`src/rtl/pd_round_controller.sv`:
```
// pd_round_controller: sequences one Prisoner's Dilemma game. It collects a
// decision from each player per round over independent valid/ready
// handshakes, presents the captured pair to the payoff calculator, and
// accumulates the returned points into saturating scores. When the last
// round is scored it reports the winner.
module pd_round_controller #(
  parameter int NUM_ROUNDS = 10,
  parameter int SCORE_W    = 8
) (
  input  logic               clk,
  input  logic               rst,
  input  logic               start,
  input  logic               dec_a_valid,
  input  logic               dec_b_valid,
  input  logic               dec_a,
  input  logic               dec_b,
  output logic               dec_a_ready,
  output logic               dec_b_ready,
  output logic               decision_a,
  output logic               decision_b,
  input  logic [2:0]         points_a,
  input  logic [2:0]         points_b,
  output logic [SCORE_W-1:0] score_a,
  output logic [SCORE_W-1:0] score_b,
  output logic [7:0]         round_num,
  output logic               round_done,
  output logic               game_over,
  output logic [1:0]         winner,
  output logic               busy
);

  typedef enum logic [1:0] {
    IDLE     = 2'd0,
    WAIT_DEC = 2'd1,
    SCORE    = 2'd2,
    DONE     = 2'd3
  } state_t;

  localparam logic [7:0]         ROUNDS_L  = 8'(NUM_ROUNDS);
  localparam logic [SCORE_W-1:0] SCORE_MAX = '1;

  state_t     state;
  state_t     state_nxt;
  logic       have_a;
  logic       have_b;
  logic       acc_a;
  logic       acc_b;
  logic       new_game;
  logic [7:0] round_inc;
  logic       last_round;

  // Add a payoff to a score, clamping at the all-ones value instead of wrapping.
  function automatic logic [SCORE_W-1:0] sat_add(input logic [SCORE_W-1:0] s,
                                                 input logic [2:0]         p);
    logic [SCORE_W:0] sum;
    sum = (SCORE_W+1)'(s) + (SCORE_W+1)'(p);
    if (sum[SCORE_W]) return SCORE_MAX;
    return sum[SCORE_W-1:0];
  endfunction

  // A handshake completes only while the player's slot for this round is empty.
  assign acc_a      = dec_a_valid & dec_a_ready;
  assign acc_b      = dec_b_valid & dec_b_ready;
  assign new_game   = start & ((state == IDLE) | (state == DONE));
  assign round_inc  = round_num + 8'd1;
  assign last_round = (round_inc == ROUNDS_L);

  // State register; reset aborts any game in progress immediately.
  always_ff @(posedge clk or negedge rst) begin
    if (!rst) state <= IDLE;
    else      state <= state_nxt;
  end

  // Next-state and state-decoded outputs.
  always_comb begin
    state_nxt   = state;
    dec_a_ready = 1'b0;
    dec_b_ready = 1'b0;
    busy        = 1'b0;
    game_over   = 1'b0;
    winner      = 2'b00;
    case (state)
      IDLE: begin
        if (start) state_nxt = WAIT_DEC;
      end
      WAIT_DEC: begin
        dec_a_ready = ~have_a;
        dec_b_ready = ~have_b;
        busy        = 1'b1;
        if ((have_a | acc_a) & (have_b | acc_b)) state_nxt = SCORE;
      end
      SCORE: begin
        busy      = 1'b1;
        state_nxt = last_round ? DONE : WAIT_DEC;
      end
      DONE: begin
        game_over = 1'b1;
        if (score_a > score_b)      winner = 2'b01;
        else if (score_b > score_a) winner = 2'b10;
        else                        winner = 2'b00;
        if (start) state_nxt = WAIT_DEC;
      end
      default: state_nxt = IDLE;
    endcase
  end

  // Decision capture, score accumulation and round bookkeeping.
  always_ff @(posedge clk or negedge rst) begin
    if (!rst) begin
      have_a     <= 1'b0;
      have_b     <= 1'b0;
      decision_a <= 1'b0;
      decision_b <= 1'b0;
      score_a    <= '0;
      score_b    <= '0;
      round_num  <= 8'd0;
      round_done <= 1'b0;
    end else begin
      round_done <= 1'b0;
      if (new_game) begin
        have_a     <= 1'b0;
        have_b     <= 1'b0;
        decision_a <= 1'b0;
        decision_b <= 1'b0;
        score_a    <= '0;
        score_b    <= '0;
        round_num  <= 8'd0;
      end else if (state == WAIT_DEC) begin
        if (acc_a) begin
          decision_a <= dec_a;
          have_a     <= 1'b1;
        end
        if (acc_b) begin
          decision_b <= dec_b;
          have_b     <= 1'b1;
        end
      end else if (state == SCORE) begin
        // points_x is a combinational function of the registered decisions
        score_a    <= sat_add(score_a, points_a);
        score_b    <= sat_add(score_b, points_b);
        round_num  <= round_inc;
        have_a     <= 1'b0;
        have_b     <= 1'b0;
        round_done <= 1'b1;
      end
    end
  end

endmodule

```
`config.mk`:
```
export PLATFORM = sky130hd
export DESIGN_NAME = pd_round_controller
export DESIGN_NICKNAME = d
export VERILOG_FILES = /design/src/rtl/pd_round_controller.sv
export SDC_FILE = /design/constraint.sdc
export NUM_CORES = 1
export LEC_CHECK = 0
export CORE_MARGIN = 2
export CORE_UTILIZATION = 55
export CTS_CLUSTER_SIZE = 20
export DETAILED_ROUTE_END_ITERATION = 10
export HOLD_SLACK_MARGIN = 0.03
export PLACE_DENSITY = 0.86
export SLEW_MARGIN = 10
export SYNTH_ARGS = -nofsm -noshare
export SYNTH_HDL_FRONTEND = slang
export SYNTH_SLANG_ARGS = --single-unit
```
`constraint.sdc`:
```
create_clock -name clk -period 5.2 [get_ports clk]
set_clock_uncertainty 0.15 [all_clocks]
set_input_delay 1.04 -clock clk [delete_from_list [all_inputs] [get_ports clk]]
set_output_delay 1.04 -clock clk [all_outputs]
set_load 0.05 [all_outputs]
```
# Word level (Yosys, flattened, before mapping)
# Cells that the tools add are included.
word_totals:
  reg_bits: 31
  word_cells: 94
op_classes:
  n_reduce_logical: 14
  n_bitwise: 9
  n_eq_ne: 9
  mux: 48
  n_addsub: 3
  magnitude_cmp: 2
ops:
  columns: ["operator", "count"]
  rows:
  - ["$mux W8", 13]
  - ["$mux W1", 28]
  - ["$add A8 B3 Y9", 2]
  - ["$gt A8 B8 Y1", 2]
  - ["$mux W2", 6]
  - ["$reduce_and A2 Y1", 6]
  - ["$add A8 B1 Y8 const B", 1]
  - ["$eq A8 B4 Y1 const B", 1]
  - ["$reduce_bool A2 Y1", 4]
  - ["$ne A3 B3 Y1 const B", 2]
  - ["$pmux W2 S3", 1]
  - ["$and A1 B1 Y1", 4]
  - ["$eq A2 B2 Y1 const B", 2]
  - ["$ne A2 B2 Y1 const B", 2]
  - ["$reduce_or A2 Y1", 2]
  - ["$or A1 B1 Y1", 3]
  - ["$reduce_bool A3 Y1", 1]
  - ["$eq A2 B1 Y1 const B", 1]
  - ["$logic_not A2 Y1", 1]
  - ["$ne A2 B1 Y1 const B", 1]
  - ["$not A1 Y1", 2]

# Longest topological paths before layout
depth:
  depth_word: 9
  ltp_mapped: 7
  ltp_nobuf: 6

# Worst setup path before layout
# OpenSTA, ideal clock, no wires.
synth_timing:
  path_kind: "reg-to-output"
  startpoint: "register score_a[3]"
  endpoint: "output port winner[0]"
  n_path_buf: 0
  required_time_ns: 4.010
  arrival_time_ns: 2.358
  stages_incl_launch_ff: 7
  path_slack_ns: 1.652
  path_cell_list: "dfrtp_1 > inv_1 > ha_1 > and4b_1 > a211oi_1 > o221ai_1 > nor2_1"
synth_via:
  elab_chain_cells: 3
synth_lines:
  columns: ["element", "line_no", "text"]
  rows:
  - ["start: declaration", "23", "output logic [SCORE_W-1:0] score_a,"]
  - ["start signal: assignment", "139", "score_a <= sat_add(score_a, points_a);"]
  - ["$gt A8 B8 Y1", "98", "if (score_a > score_b) winner = 2'b01;"]
  - ["$mux W2", "98", null]
  - ["$mux W2", "82", "case (state)"]
  - ["end: declaration", "28", "output logic [1:0] winner,"]
# Every way passes these cells.

# Worst setup path after layout
# Same ends and word-level chain as after synthesis.

==> flow_summary.ini <==
[status]
status = completed

[clocking]
numCtsBuffers = 5
clkTransAtPathRegs_ps = 70
cts.sinks = 31
post_cts_resized = 0
hold_buffers = 0
clk_latency_ps = 290
cts_setup_buffers = 0
cts_tree = built
cts_root_buffer = clkbuf_8
clockBufferDepth = 2
htreeDepth = 2

[sta]
finalHoldViolations = 0
worstMarginPinSlew_ps = 734
fin_crit_ps = 3920
setup_violations = 0
timing.fmax_mhz = 255
rsz0062_at_grt = false
drv_slew = 0
fin_hold_ws_ps = 374
setup_ws_ps = 1280
relSlewSlack_pct = 50.9
min_period_over_period_pct = 75.5
setup-tns-final_ps = 0

[placed_design]
gp_congestion = 0.862
post-place-ws_ps = 1580
port_buffers = 45
dpl.hpwl_um = 3490

[global_route]
grt_pass1_wl_um = 8350
grt_usage_pct = 25.4
grt_max_degree = 32
gr-total-overflow = 0
grt_pass1_vias = 1791
antenna_found_initial = 0

[routing]
routed_via_density = 5.96
drtAntennaViolNets = 0
drt-initial-drc-count = 218
drt_pre_antenna_iters = 4
totalWireLength_um = 5100
avgRoutedWirePerCell_um = 15.5
drcViolationCount = 0
vias = 1960

[logic_synthesis]
ys_ff_latch = 31
synth_area_leaders = dfrtp_1, ha_1, o21ai_0, a21oi_1, nand2_1
yosysTopAreaCell = dfrtp_1
syn_nets = 272
yosys_warnings = 0
synthDistinctLibCells = 46
synthCells = 237
synth_top_area_share_pct = 36.3
syn_area_um2 = 2130
yosysSeqAreaShare_pct = 36.3
synth_area_per_cell_um2 = 9.01

[min_path]
holdCritPathClass = reg -> reg
min-delay-start = decision_a

[floorplan]
core_um2 = 3690
num_io_pins = 46
die-area_um2 = 4400
die_y_um = 66.3
die_w_um = 66.3
start_util_pct = 57.9
fp-row-count = 22

[cells_and_area]
area_delta_synth_final_pct = 27.0
nets = 315
drive_gt1_share_pct = 4.98
diodes = 0
final_util_pct = 73.5

[power_and_ir_drop]
p_clk_share_pct = 13.2
p_seq_share_pct = 22.9
p_leak_nw = 1.18
internal-power_mw = 0.903
power_density_nw_per_um2 = 697
switching_share_pct = 52.2
comb_power_share_pct = 63.9
peakVddDrop_uv = 544
p_switching_mw = 0.988

[setup_path]
r2r-start = score_a[0]
critPathRequiredTime_ps = 4010
critical_path.cell_chain = inv_1 -> ha_1 -> and4b_1 -> a211oi_1 -> o221ai_1 -> nor2_1 -> clkdlybuf4s50_1
slowest_stage = clkdlybuf4s50_1
slowest_delay_ps = 800
r2r_slack_ps = 2810
endpoint_kind = primary output
crit_fanout = 5
cp-startpoint = score_a[3]
worstSetupStartpointType = flip-flop
crit_arrival_ps = 2730
critPathKind = reg -> out

[flow_run]
cap_violations = 0
## routing by layer
| metal | GRT usage [%] | vias to the layer above | wire length, µm |
|---|---|---|---|
| met4 | 7.14 | 0 | 30 |
| met2 | 40.3 | 63 | 2440 |
| met3 | 7.67 | 2 | 271 |
| met5 | 0 | - | 0 |
| met1 | 33.4 | 921 | 2360 |
| li1 | - | 974 | - |
## flip-flops by register name (all words and copies together) (netlist names)
signal,cells
decision_a,1
decision_b,1
have_a,1
have_b,1
round_done,1
round_num,8
score_a,8
score_b,8
state,2
## logic make-up after synthesis
group | share of synthesized area, %
compound gates | 27.8
xor+xnor | 0.821
fa+ha+maj | 13.6
buf+inv | 6.27
flops | 36.3
simple gates | 15.2
## cells in the mapped netlist (all sizes together)
library cell	count
dfrtp	31
o21ai	25
a21oi	22
ha	20
nand2	20
inv	18
nand3	9
o31ai	8
nor2	7
clkbuf	6
nand4	6
o211ai	6
a21o	5
buf	5
nor3	5
nor2b	4
o41ai	4
a41oi	3
a211oi	2
a22o	2
and2	2
and4	2
fa	2
nor4	2
o22a	2
xor2	2
a2111o	1
a211o	1
a21boi	1
a22oi	1
a2bb2oi	1
a31oi	1
a41o	1
and3	1
and4b	1
nand2b	1
nand4b	1
nor3b	1
o211a	1
o221ai	1
o22ai	1
o41a	1
or2	1
## power groups by stage
stage	registers, mW	logic, mW	clock network, mW
6_report	0.433	1.21	0.249
5_1_grt	0.447	1.31	0.265
4_1_cts	0.430	1.20	0.252
3_5_place_dp	0.433	1.19	0
3_3_place_gp	0.428	1.17	0
2_1_floorplan	0.628	0.661	0
## worst paths after layout
| path | to | cells after the start |
|---|---|---|
| setup / recovery | winner[0] | 7 |
| hold / removal | decision_a | 2 |
| setup reg to reg | score_a[4] | 6 |
| hold reg to reg | decision_a | 2 |
| max in group asynchronous | score_b[1] | 2 |
| min in group asynchronous | state[1] | 2 |
## stage by stage
step           total power [mW]  area [µm²]  cells
2_1_floorplan              1.29        2130    237
3_3_place_gp               1.59        2590    321
3_5_place_dp               1.63        2590    321
4_1_cts                    1.89        2710    329
5_1_grt                    2.02        2710    329
6_report                   1.89        2710    329
## worst max-delay path: cells and delay by family, from the launching register on
kind	cells	cell delay, ps
simple gates	2	330
fa+ha+maj	1	340
buf+inv	2	910
compound gates	2	460
flops	1	400
## cell usage in the layout (no fill, tap or decap), drive strengths merged, types with 2 or more instances in the layout
cell type,count
nor2b,4
and2,2
fa,2
o21ai,25
clkbuf,6
a21o,5
ha,20
inv,18
nor3,5
clkdlybuf4s50,45
nand2,20
xor2,2
o211ai,6
o22a,2
o31ai,8
o41ai,4
a22o,2
dfrtp,31
nand3,9
a41oi,3
a21oi,22
buf,2
and4,2
nor4,2
nor2,7
a211oi,2
nand4,6
## final cells by class
cell class              count  area [µm²]
clock inverters             2        35.0
multi-input cells         177        1220
well taps                  48        60.1
repair buffers             47         465
clock buffers               6        82.6
fillers                   289         977
flip-flops and latches     31         776
inverters                  18        67.6
Note: power is estimated with default switching activity, not from simulation.
